`config.mk`:
```
export PLATFORM = sky130hd
export DESIGN_NAME = ps2_led_sequencer
export DESIGN_NICKNAME = d
export VERILOG_FILES = /design/src/rtl/ps2_led_sequencer_pkg.sv /design/src/rtl/ps2_ack_timer.sv /design/src/rtl/ps2_led_sequencer.sv
export SDC_FILE = /design/constraint.sdc
export NUM_CORES = 1
export LEC_CHECK = 0
export BUFFER_PORTS_ARGS = -buffer_cell sky130_fd_sc_hd__buf_2
export CORE_UTILIZATION = 56
export DETAILED_ROUTE_END_ITERATION = 8
export GPL_TIMING_DRIVEN = 0
export PLACE_DENSITY_LB_ADDON = 0.12
export SYNTH_ARGS = -nofsm -noshare
export SYNTH_HDL_FRONTEND = slang
export SYNTH_SLANG_ARGS = --single-unit
```
`constraint.sdc`:
```
create_clock -name clk -period 3 [get_ports clk]
set_clock_uncertainty 0.15 [all_clocks]
set_input_delay 0.15 -clock clk [delete_from_list [all_inputs] [get_ports clk]]
set_output_delay 0.15 -clock clk [all_outputs]
set_load 0.01 [all_outputs]
```
`src/rtl/ps2_led_sequencer_pkg.sv`:
```
// Shared PS/2 command bytes and sequencer state encoding.
package ps2_led_sequencer_pkg;

  localparam logic [7:0] PS2_CMD_SET_LED = 8'hED;
  localparam logic [7:0] PS2_ACK         = 8'hFA;
  localparam logic [7:0] PS2_RESEND      = 8'hFE;

  typedef enum logic [2:0] {
    IDLE,
    TX_CMD,
    WAIT_CMD_SENT,
    WAIT_CMD_ACK,
    TX_ARG,
    WAIT_ARG_SENT,
    WAIT_ARG_ACK,
    FINISH
  } seq_state_t;

  function automatic logic [7:0] led_byte(input logic [2:0] l);
    return {5'b0, l};
  endfunction

endpackage

```
`src/rtl/ps2_ack_timer.sv`:
```
// Clearable ACK wait counter; expired holds once the limit is hit.
module ps2_ack_timer #(
  parameter int unsigned ACK_TIMEOUT = 1_000_000
) (
  input  logic clk,
  input  logic rst_n,
  input  logic clr,
  input  logic en,
  output logic expired
);

  localparam logic [19:0] LIMIT = 20'(ACK_TIMEOUT);

  logic [19:0] cnt;

  assign expired = (cnt == LIMIT);

  always_ff @(posedge clk or negedge rst_n) begin
    if (!rst_n) begin
      cnt <= '0;
    end else if (clr) begin
      cnt <= '0;
    end else if (en && !expired) begin
      cnt <= cnt + 20'd1;
    end
  end

endmodule

```
`src/rtl/ps2_led_sequencer.sv`:
```
// Set-LEDs command sequencer with ACK/RESEND handling and rx filter.
import ps2_led_sequencer_pkg::*;

module ps2_led_sequencer #(
  parameter int unsigned ACK_TIMEOUT = 1_000_000,
  parameter int unsigned MAX_RETRY   = 3
) (
  input  logic       clk,
  input  logic       reset,
  input  logic       req,
  input  logic [2:0] led_state,
  output logic       busy,
  output logic       done,
  output logic       err,
  output logic [7:0] the_command,
  output logic       send_command,
  input  logic       command_was_sent,
  input  logic       error_communication_timed_out,
  input  logic [7:0] received_data,
  input  logic       received_data_en,
  output logic [7:0] rx_pass_data,
  output logic       rx_pass_en
);

  localparam int RW = (MAX_RETRY < 1) ? 1 : $clog2(MAX_RETRY + 1);
  localparam logic [RW-1:0] RMAX = RW'(MAX_RETRY);

  seq_state_t state, state_n;
  logic [RW-1:0] retry_q;
  logic [7:0] cur_led, next_led;
  logic pending;
  logic in_ack, expired, is_ack, is_resend;
  logic retry_fire, give_up, fwd;

  assign in_ack = (state == WAIT_CMD_ACK) || (state == WAIT_ARG_ACK);
  assign is_ack = received_data_en && (received_data == PS2_ACK);
  assign is_resend = received_data_en && (received_data == PS2_RESEND);
  assign fwd = received_data_en && !(in_ack && (received_data == PS2_ACK ||
                                                received_data == PS2_RESEND));

  assign busy = (state != IDLE) && (state != FINISH);
  assign done = (state == FINISH);
  assign send_command = (state == TX_CMD) || (state == TX_ARG);

  ps2_ack_timer #(
    .ACK_TIMEOUT(ACK_TIMEOUT)
  ) u_timer (
    .clk(clk),
    .rst_n(reset),
    .clr(!in_ack),
    .en(in_ack),
    .expired(expired)
  );

  always_ff @(posedge clk or negedge reset) begin
    if (!reset) state <= IDLE;
    else        state <= state_n;
  end

  always_comb begin
    state_n    = state;
    retry_fire = 1'b0;
    give_up    = 1'b0;
    unique case (state)
      IDLE:          if (req) state_n = TX_CMD;
      TX_CMD:        state_n = WAIT_CMD_SENT;
      TX_ARG:        state_n = WAIT_ARG_SENT;
      WAIT_CMD_SENT: begin
        if (error_communication_timed_out) retry_fire = 1'b1;
        else if (command_was_sent) state_n = WAIT_CMD_ACK;
      end
      WAIT_ARG_SENT: begin
        if (error_communication_timed_out) retry_fire = 1'b1;
        else if (command_was_sent) state_n = WAIT_ARG_ACK;
      end
      WAIT_CMD_ACK: begin
        if (is_ack) state_n = TX_ARG;
        else if (is_resend || expired) retry_fire = 1'b1;
      end
      WAIT_ARG_ACK: begin
        if (is_ack) state_n = FINISH;
        else if (is_resend || expired) retry_fire = 1'b1;
      end
      FINISH:        state_n = (pending || req) ? TX_CMD : IDLE;
      default:       state_n = IDLE;
    endcase
    // Every retry restarts the whole exchange from the command byte
    if (retry_fire) begin
      if (retry_q < RMAX) begin
        state_n = TX_CMD;
      end else begin
        state_n = IDLE;
        give_up = 1'b1;
      end
    end
  end

  always_ff @(posedge clk or negedge reset) begin
    if (!reset) begin
      retry_q      <= '0;
      err          <= 1'b0;
      the_command  <= '0;
      cur_led      <= '0;
      next_led     <= '0;
      pending      <= 1'b0;
      rx_pass_en   <= 1'b0;
      rx_pass_data <= '0;
    end else begin
      err        <= give_up;
      rx_pass_en <= fwd;
      if (fwd) rx_pass_data <= received_data;

      if (state == IDLE || state == FINISH) retry_q <= '0;
      else if (retry_fire && !give_up) retry_q <= retry_q + RW'(1);

      if (state_n == TX_CMD) the_command <= PS2_CMD_SET_LED;
      else if (state_n == TX_ARG) the_command <= cur_led;

      if (state == IDLE) begin
        if (req) cur_led <= led_byte(led_state);
        pending <= 1'b0;
      end else if (state == FINISH) begin
        if (req) cur_led <= led_byte(led_state);
        else if (pending) cur_led <= next_led;
        pending <= 1'b0;
      end else if (give_up) begin
        pending <= 1'b0;
      end else if (req) begin
        next_led <= led_byte(led_state);
        pending  <= 1'b1;
      end
    end
  end

endmodule

```
# Yosys cells after proc, flatten, opt, wreduce, memory -nomap -nowiden
# Index checks and enable logic that the tools add are counted.
[op_classes]
add_sub_neg = 2
order_cmp = 1
n_eq_ne = 16
muxes = 32
bitwise_logic = 3
n_reduce_logical = 26
[ops]
columns = ["operator", "n"]
rows = [
  ["$mux W8", 7],
  ["$mux W20", 2],
  ["$mux W3", 8],
  ["$pmux W3 S8", 1],
  ["$add A20 B1 Y20 const B", 1],
  ["$eq A20 B20 Y1 const B", 1],
  ["$eq A8 B8 Y1 const B", 2],
  ["$eq A3 B3 Y1 const B", 5],
  ["$mux W1", 11],
  ["$logic_and A1 B1 Y1", 7],
  ["$eq A3 B1 Y1 const B", 2],
  ["$eq A3 B2 Y1 const B", 2],
  ["$logic_or A1 B1 Y1", 6],
  ["$reduce_bool A2 Y1", 3],
  ["$mux W2", 2],
  ["$reduce_and A4 Y1", 1],
  ["$reduce_bool A4 Y1", 1],
  ["$reduce_or A2 Y1", 2],
  ["$logic_not A1 Y1", 3],
  ["$logic_not A3 Y1", 1],
  ["$ne A3 B2 Y1 const B", 1],
  ["$ne A3 B3 Y1 const B", 1],
  ["$not A1 Y1", 3],
  ["$reduce_and A3 Y1", 1],
  ["other kinds (6)", 6],
]
[word_totals]
register_bits = 55
inputBits = 17
output_inout_bits = 21

# Depth between registers and ports, before layout
# Gate-level depths: netlist of run 1.
[logic_depth]
ltp_word = 11
ltp_mapped = 8
mapped_depth_nobuf = 8

# By module
# From an unflattened synthesis of run 1, not the netlist that was laid out.
[unflattened]
hier_cells = 255
hier_area_um2 = 2532.4
[by_module_without_submodules]
columns = ["module", "instances", "cells_per_inst", "area_each_um2"]
rows = [
  ["ps2_led_sequencer", 1, 129, 1338.8],
  ["ps2_ack_timer", 1, 126, 1193.6],
]

# Worst setup path before layout of run 1
# Ideal clock, no wire load.
[synth_timing]
path_kind = "register to register"
from = "register u_timer.cnt[5]"
to = "register next_led[0]"
t_arrival_ps = 1916
required_ps = 2725
path_slack_ps = 809
stages_incl_launch_ff = 7
period_less_slack_ps = 2191
path_cell_list = "dfrtp_1 -> or4_4 -> nor2_2 -> nor4b_4 -> o21a_2 -> nand3b_2 -> mux2_2"
[synth_via]
elab_chain_len = 8
[synth_rtl]
columns = ["element", "line_no", "source"]
rows = [
  ["from (decl)", "ps2_ack_timer.sv:14", "logic [19:0] cnt;"],
  ["from (signal assigned)", "ps2_ack_timer.sv:24", "cnt <= cnt + 20'd1;"],
  ["$eq A20 B20 Y1", "ps2_ack_timer.sv:16", "assign expired = (cnt == LIMIT);"],
  ["$logic_or A1 B1 Y1", "ps2_led_sequencer.sv:78, ps2_led_sequencer.sv:82", ""],
  ["$mux W1", "ps2_led_sequencer.sv:78, ps2_led_sequencer.sv:82", ""],
  ["$mux W1", "ps2_led_sequencer.sv:77", "if (is_ack) state_n = TX_ARG;"],
  ["$pmux W1 S2", "ps2_led_sequencer.sv:64", "unique case (state)"],
  ["$mux W1", "ps2_led_sequencer.sv:88", "if (retry_fire) begin"],
  ["via give_up", "ps2_led_sequencer.sv:33", "logic retry_fire, give_up, fwd;"],
  ["$not A1 Y1 (no source line)", "n/a", ""],
  ["$reduce_and A4 Y1 (no source line)", "n/a", ""],
  ["to (signal assigned)", "ps2_led_sequencer.sv:129", "next_led <= led_byte(led_state);"],
  ["to (decl)", "ps2_led_sequencer.sv:30", "logic [7:0] cur_led, next_led;"],
]
# The timed path passes the listed nets, and every way through them passes these cells.
# A chain may end at the register's enable or synchronous reset.

# Final worst setup path of run 1
[layout_timing]
from = "input received_data[3]"
to = "register the_command[1]"
[layout_via]
elab_chain_len = 9
word_cells_on_any_way = 16
cone_classes = "eq/ne: 4; mux: 8; reduce/logical: 4"
[layout_rtl]
columns = ["element", "line_no", "source"]
rows = [
  ["from (decl)", "ps2_led_sequencer.sv:19", "input logic [7:0] received_data,"],
  ["$eq A8 B8 Y1", "ps2_led_sequencer.sv:37", "assign is_resend = received_data_en && (received_data == PS2_RESEND);"],
  ["$logic_and A1 B1 Y1", "ps2_led_sequencer.sv:37", ""],
  ["$logic_or A1 B1 Y1", "ps2_led_sequencer.sv:78, ps2_led_sequencer.sv:82", ""],
  ["$mux W1", "ps2_led_sequencer.sv:78, ps2_led_sequencer.sv:82", ""],
  ["$mux W1", "ps2_led_sequencer.sv:77", ""],
  ["$pmux W1 S2", "ps2_led_sequencer.sv:64", ""],
  ["$mux W3 *", "ps2_led_sequencer.sv:88", ""],
  ["$eq A3 B1 Y1 or $eq A3 B3 Y1 (tied branches)", "ps2_led_sequencer.sv:116, ps2_led_sequencer.sv:117", ""],
  ["$mux W8 or $reduce_bool A2 Y1 (tied branches)", "n/a", ""],
  ["to (signal assigned)", "ps2_led_sequencer.sv:117", "else if (state_n == TX_ARG) the_command <= cur_led;"],
  ["to (decl)", "ps2_led_sequencer.sv:15", "output logic [7:0] the_command,"],
]
# Every way passes the cells marked *; elsewhere a longest branch is shown, timed or not.

==> results of run 1 <==
==> metrics by stage <==
step	util, %	instance area, um2	std cells	setup slack [ns]	total power, mW
after floorplan	-	2300	236	0.809	1.16
after global placement	66.9	2540	320	0.637	1.29
after detailed placement	66.9	2540	320	0.652	1.31
after CTS	72.7	2760	341	0.502	1.70
after global routing	72.7	2760	341	0.352	1.81
final	72.7	2760	341	0.470	1.69
==> path summary, 6_finish.rpt <==
kind | startpoint | end | cells past startpoint
min in group asynchronous | reset | u_timer.cnt[7]$_DFFE_PN0P_ | 2
max in group asynchronous | reset | state[0]$_DFF_PN0_ | 2
max | received_data[3] | the_command[1]$_DFFE_PN0P_ | 7
min reg2reg | rx_pass_data[2]$_DFFE_PN0P_ | rx_pass_data[2]$_DFFE_PN0P_ | 2
max reg2reg | u_timer.cnt[5]$_DFFE_PN0P_ | next_led[2]$_DFFE_PN0P_ | 6
min | error_communication_timed_out | state[1]$_DFF_PN0_ | 4
==> state kept, by name, summed over array words and instances, names as in the netlist <==
signal and count:
cur_led 3, err 1, next_led 3, pending 1
retry_q 2, rx_pass_data 8, rx_pass_en 1, state 3
the_command 4, u_timer.cnt 20
==> area by class of cell <==
cell class / count / area (um2)
buffer: 9 / 55.1
clock buffer: 7 / 86.3
clock inverter: 1 / 5.00
fill: 281 / 1040
inverter: 9 / 33.8
multi-input combinational: 172 / 1060
sequential: 46 / 1150
tap: 48 / 60.1
timing repair buffer: 49 / 310
==> worst max-delay path, cell delays in order <==
cell and delay [ns]:
dlygate4sd3_1 0.55, buf_2 0.12, nand4_1 0.17, nor4_1 0.70, a311oi_1 0.24, a211o_2 0.42
a31o_1 0.22
==> power groups by stage <==
stage | clock network (mW) | registers (mW) | logic, mW
after floorplan | 0 | 0.771 | 0.388
after global placement | 0 | 0.772 | 0.518
after detailed placement | 0 | 0.777 | 0.530
after CTS | 0.391 | 0.765 | 0.545
after global routing | 0.425 | 0.778 | 0.608
final | 0.388 | 0.765 | 0.541
==> logic make-up after synthesis <==
kind of cell               Yosys count
and+or+nand+nor                    120
DFF                                 46
AOI/OAI and AO/OA                   21
buffers and inverters               18
xor gates and xnor gates            17
muxes                               10
adders and majority gates            3
other                                1
==> synthesized netlist by cell type (all sizes together), types with 2 or more instances <==
master	instances	area, um2
mux2i	7	70.1
nand3	10	50.1
inv	9	33.8
nand2	38	143
xnor2	3	26.3
clkbuf	2	7.51
nand3b	3	26.3
nor4	4	31.3
o21ai	2	10.0
ha	3	37.5
nor2	34	130
buf	7	47.6
nand4	6	37.5
nor3	5	30.0
nor4b	3	41.3
and2	2	13.8
xor2	14	123
mux2	3	33.8
a21oi	8	40.0
and3	5	31.3
dfrtp	46	1150
or3	2	12.5
==> cells in the final DEF (no fill, tap or decap), types with 4 or more instances in the layout <==
cell           Yosys  layout
dfrtp_1           46      46
clkbuf_8           0       6
buf_2              2      38
dlygate4sd3_1      0      13
nor2_1            33      33
a21oi_1            8       8
nand2_1           38      38
nand3_1           10      10
nor3_1             4       4
nand4_1            6       6
mux2i_1            7       7
inv_1              8       8
buf_4              5       5
xor2_1            14      14
and3_1             5       5
==> routing by layer <==
layer | vias up | share of wire, % | GRT usage (%)
met4 | 0 | 0.61 | 3.99
met3 | 4 | 2.8 | 5.69
met2 | 30 | 51 | 41.7
met5 | - | 0 | 0
met1 | 869 | 46 | 29.3
li1 | 920 | - | -
==> impl_metrics.ini, run 1 <==
[detailed_routing]
vias_per_cell = 5.35
via_count = 1823
drtPass1Iterations = 4
drt-wirelength-per-cell_um = 13.0
drtIter0Drc = 81
drc = 0
antenna_left = 0
wl_um = 4440

[layout]
drive_above_1_share_pct = 22.5
syn_to_final_growth_pct = 20.1
antenna_cells = 0
layout.nets = 312

[synth]
ys_ff_latch = 46
syn-cell-area_um2 = 2300
synth_top_flop_cell = dfrtp_1
synth_area_per_cell_um2 = 9.75
synth_adder_area_share_pct = 1.63
synth_compound_area_share_pct = 6.63
synth_xor_area_share_pct = 6.47
synth_simple_gate_area_share_pct = 26.7
synth_top_family_by_area = simple AND/OR/NAND/NOR gates
syn_inst = 236
ys_types = 50
yosysSeqAreaShare_pct = 50.0
synth_edf_count = 0
synth_mux_area_share_pct = 4.51
synth_warnings = 0
ys_async_sr_fraction_pct = 100
synth_fp_nets = 256

[sta]
period_share_pct = 84.3
setup_viol = 0
fin_hold_ws_ns = 0.0928
rsz0062_at_grt = false
hold_viol_final = 0
tightest_slew_ns = 1.01
max-slew-margin-rel_pct = 32.7
timing.fmax_mhz = 395
drv_slew = 0
period_needed_ns = 2.53
tns_ns = 0

[worst_setup_path]
critPathRequiredTime_ns = 3.04
worstPathArrival_ns = 2.57
r2r_slack_ns = 0.61
crit_path_start_kind = primary input
worstSetupPathType = in2reg
cp_max_fo = 5
cp-end-kind = flop

[global_routing]
grt_first_pass_wirelength_um = 7780
grt_use_total_pct = 23.5
grt_max_degree = 47
antenna_found_initial = 0
grt_pass1_vias = 1765
overflow = 0

[clock_network]
cts_setup_buffers = 0
clk_pin_slew_worst_paths_ns = 0.08
cts_buffer_depth = 2
cts_resized = 0
clock_sinks = 46
insertion_delay_ns = 0.30
cts-hold-fix-buffers = 13
htreeDepth = 2
cts_tree = built
cts_root_buf = clkbuf_8
numCtsBuffers = 5

[floorplan]
dieArea_um2 = 4370
die_h_um = 66.1
core_region_area_um2 = 3800
start_util_pct = 60.6
die_w_um = 66.1
pin_count = 38
rows = 22

[power_and_ir_drop]
seqPwrFrac_pct = 45.2
leakage_nw = 1.32
switching_share_pct = 34.4
pwr-share-comb_pct = 31.9
netSwitchingPower_uw = 582
pwr-share-clk_pct = 22.9
p_int_mw = 1.11
ir_drop_mv = 0.457
p_per_area_nw_per_um2 = 613

[placement]
io_buffer_count = 36
place_congestion = 0.744
dp_hpwl_um = 3030

[hold_path]
min_path_type = in2reg

[job]
maxCapViolCount = 0

[status]
status = complete, no violations
Power figures use the tool's default switching activity.
==> inputs of run 2 (changes only) <==
--- a/config.mk
+++ b/config.mk
@@ -6,7 +6,7 @@
 export NUM_CORES = 1
 export LEC_CHECK = 0
 export BUFFER_PORTS_ARGS = -buffer_cell sky130_fd_sc_hd__buf_2
-export CORE_UTILIZATION = 56
+export CORE_UTILIZATION = 50
 export DETAILED_ROUTE_END_ITERATION = 8
 export GPL_TIMING_DRIVEN = 0
 export PLACE_DENSITY_LB_ADDON = 0.12
==> constraint.sdc (replaced) <==
create_clock -name clk -period 2.3 [get_ports clk]
set_clock_uncertainty 0.15 [all_clocks]
set_input_delay 0.115 -clock clk [delete_from_list [all_inputs] [get_ports clk]]
set_output_delay 0.115 -clock clk [all_outputs]
set_load 0.01 [all_outputs]
==> impl_metrics.ini, run 2 (synthesized netlist as in run 1, its figures left out) <==
[job]
maxCapViolCount = 0

[floorplan]
die_w_um = 69.8
dieArea_um2 = 4880
rows = 24
core_region_area_um2 = 4380
pin_count = 38
start_util_pct = 52.5
die_h_um = 69.8

[layout]
syn_to_final_growth_pct = 24.5
stdcell_count = 348
final_common_cell = dfrtp_1
final_area_um2 = 2870
layout.nets = 316
finish.utilization_pct = 65.4
largest_reg_flops = 20
drive_above_1_share_pct = 26.7
antenna_cells = 0
top_register = u_timer.cnt
layout_common_cells = 46 x dfrtp_1, 38 x buf_2, 37 x nand2_1, 31 x nor2_1, 13 x xor2_1
reg_top3 = u_timer.cnt (20), rx_pass_data (8), the_command (4)

[status]
violations = setup timing
status = finished with violations

[clock_network]
clk_pin_slew_worst_paths_ns = 0.08
cts_buffer_depth = 2
insertion_delay_ns = 0.29
htreeDepth = 2
numCtsBuffers = 5
clock_sinks = 46
cts_root_buf = clkbuf_8
cts_tree = built

[placement]
dp_hpwl_um = 3040
pre_cts_ws_ns = -0.0947
dpl_cell_area_um2 = 2550
io_buffer_count = 36
place_inst = 324
place_congestion = 0.826

[power_and_ir_drop]
p_total_mw = 2.27
ir_drop_mv = 0.570
p_per_area_nw_per_um2 = 792
leakage_nw = 1.36

[worst_setup_path]
worstSetupPathType = reg2reg
cp_max_fo = 4
critPathRequiredTime_ns = 2.34
cp-end-kind = flop
crit_path_start_kind = flop
worstPathArrival_ns = 2.35

[detailed_routing]
via_count = 1834
drtPass1Iterations = 4
drtIter0Drc = 73
antenna_left = 0
drc = 0
vias_per_cell = 5.27
drt-wirelength-per-cell_um = 12.8
wl_um = 4470

[sta]
drv_slew = 0
hold_viol_final = 0
period_needed_ns = 2.31
max-slew-margin-rel_pct = 33.5
rsz0062_at_grt = true
setup_viol = 2
period_share_pct = 100
fin_hold_ws_ns = 0.0630
tightest_slew_ns = 0.997
fin_ws_ns = -0.00737
tns_ns = -0.0106
timing.fmax_mhz = 433

[global_routing]
grt_first_pass_wirelength_um = 7940
overflow = 0
grt_pass1_vias = 1804
grt_max_degree = 47
grt_use_total_pct = 20.3
antenna_found_initial = 0

[hold_path]
min_path_type = in2reg
run 2: worst paths after layout:
path,startpoint,slack [ns],endpoint,cells past startpoint
hold / removal,received_data_en,0.06,rx_pass_data[7]$_DFFE_PN0P_,4
max in group asynchronous,reset,1.00,next_led[0]$_DFFE_PN0P_,2
min in group asynchronous,reset,0.39,u_timer.cnt[4]$_DFFE_PN0P_,2
setup reg to reg,u_timer.cnt[4]$_DFFE_PN0P_,-0.007,the_command[1]$_DFFE_PN0P_,6
hold reg to reg,rx_pass_data[3]$_DFFE_PN0P_,0.33,rx_pass_data[3]$_DFFE_PN0P_,2
setup / recovery,u_timer.cnt[4]$_DFFE_PN0P_,-0.007,the_command[1]$_DFFE_PN0P_,6
run 2: cell type report:
| cell class | count | area, um2 |
|---|---|---|
| fill | 350 | 1520 |
| inverter | 9 | 33.8 |
| multi-input combinational | 172 | 1140 |
| buffer | 9 | 55.1 |
| clock inverter | 1 | 7.51 |
| sequential | 46 | 1150 |
| clock buffer | 6 | 72.6 |
| tap | 52 | 65.1 |
| timing repair buffer | 53 | 338 |
run 2: power by group:
group / switching (mW) / leakage, nW / internal, mW
sequential: 0.0747 / 0.579 / 0.927
combinational: 0.466 / 0.748 / 0.335
clock: 0.257 / 0.0373 / 0.209
total: 0.797 / 1.36 / 1.47
run 2: layer usage:
metal | track usage, % | part of all wire, % | up-vias | wire (um)
met1 | 25.1 | 46 | 868 | 2070
met4 | 8.00 | 1.8 | 0 | 80
met5 | 0 | 0 | - | 0
met2 | 34.6 | 48 | 39 | 2140
li1 | - | - | 919 | -
met3 | 4.36 | 4.0 | 8 | 177
run 2: repair_timing:
item | in CTS | in global routing
endpoints found under the hold margin | 59 | 0
gates resized for setup | 4 | 13
hold buffers | 12 | 0
pin swaps | 3 | 7
setup endpoints to repair | 11 | 7
buffers inserted | 3 | 2
run 2: critical path: stages, from the launching register on:
cell,delay (ns)
dfrtp_1,0.40
or4_4,0.55
nor2_2,0.12
nor4b_4,0.32
nor2_2,0.10
a211o_2,0.38
a31o_1,0.18
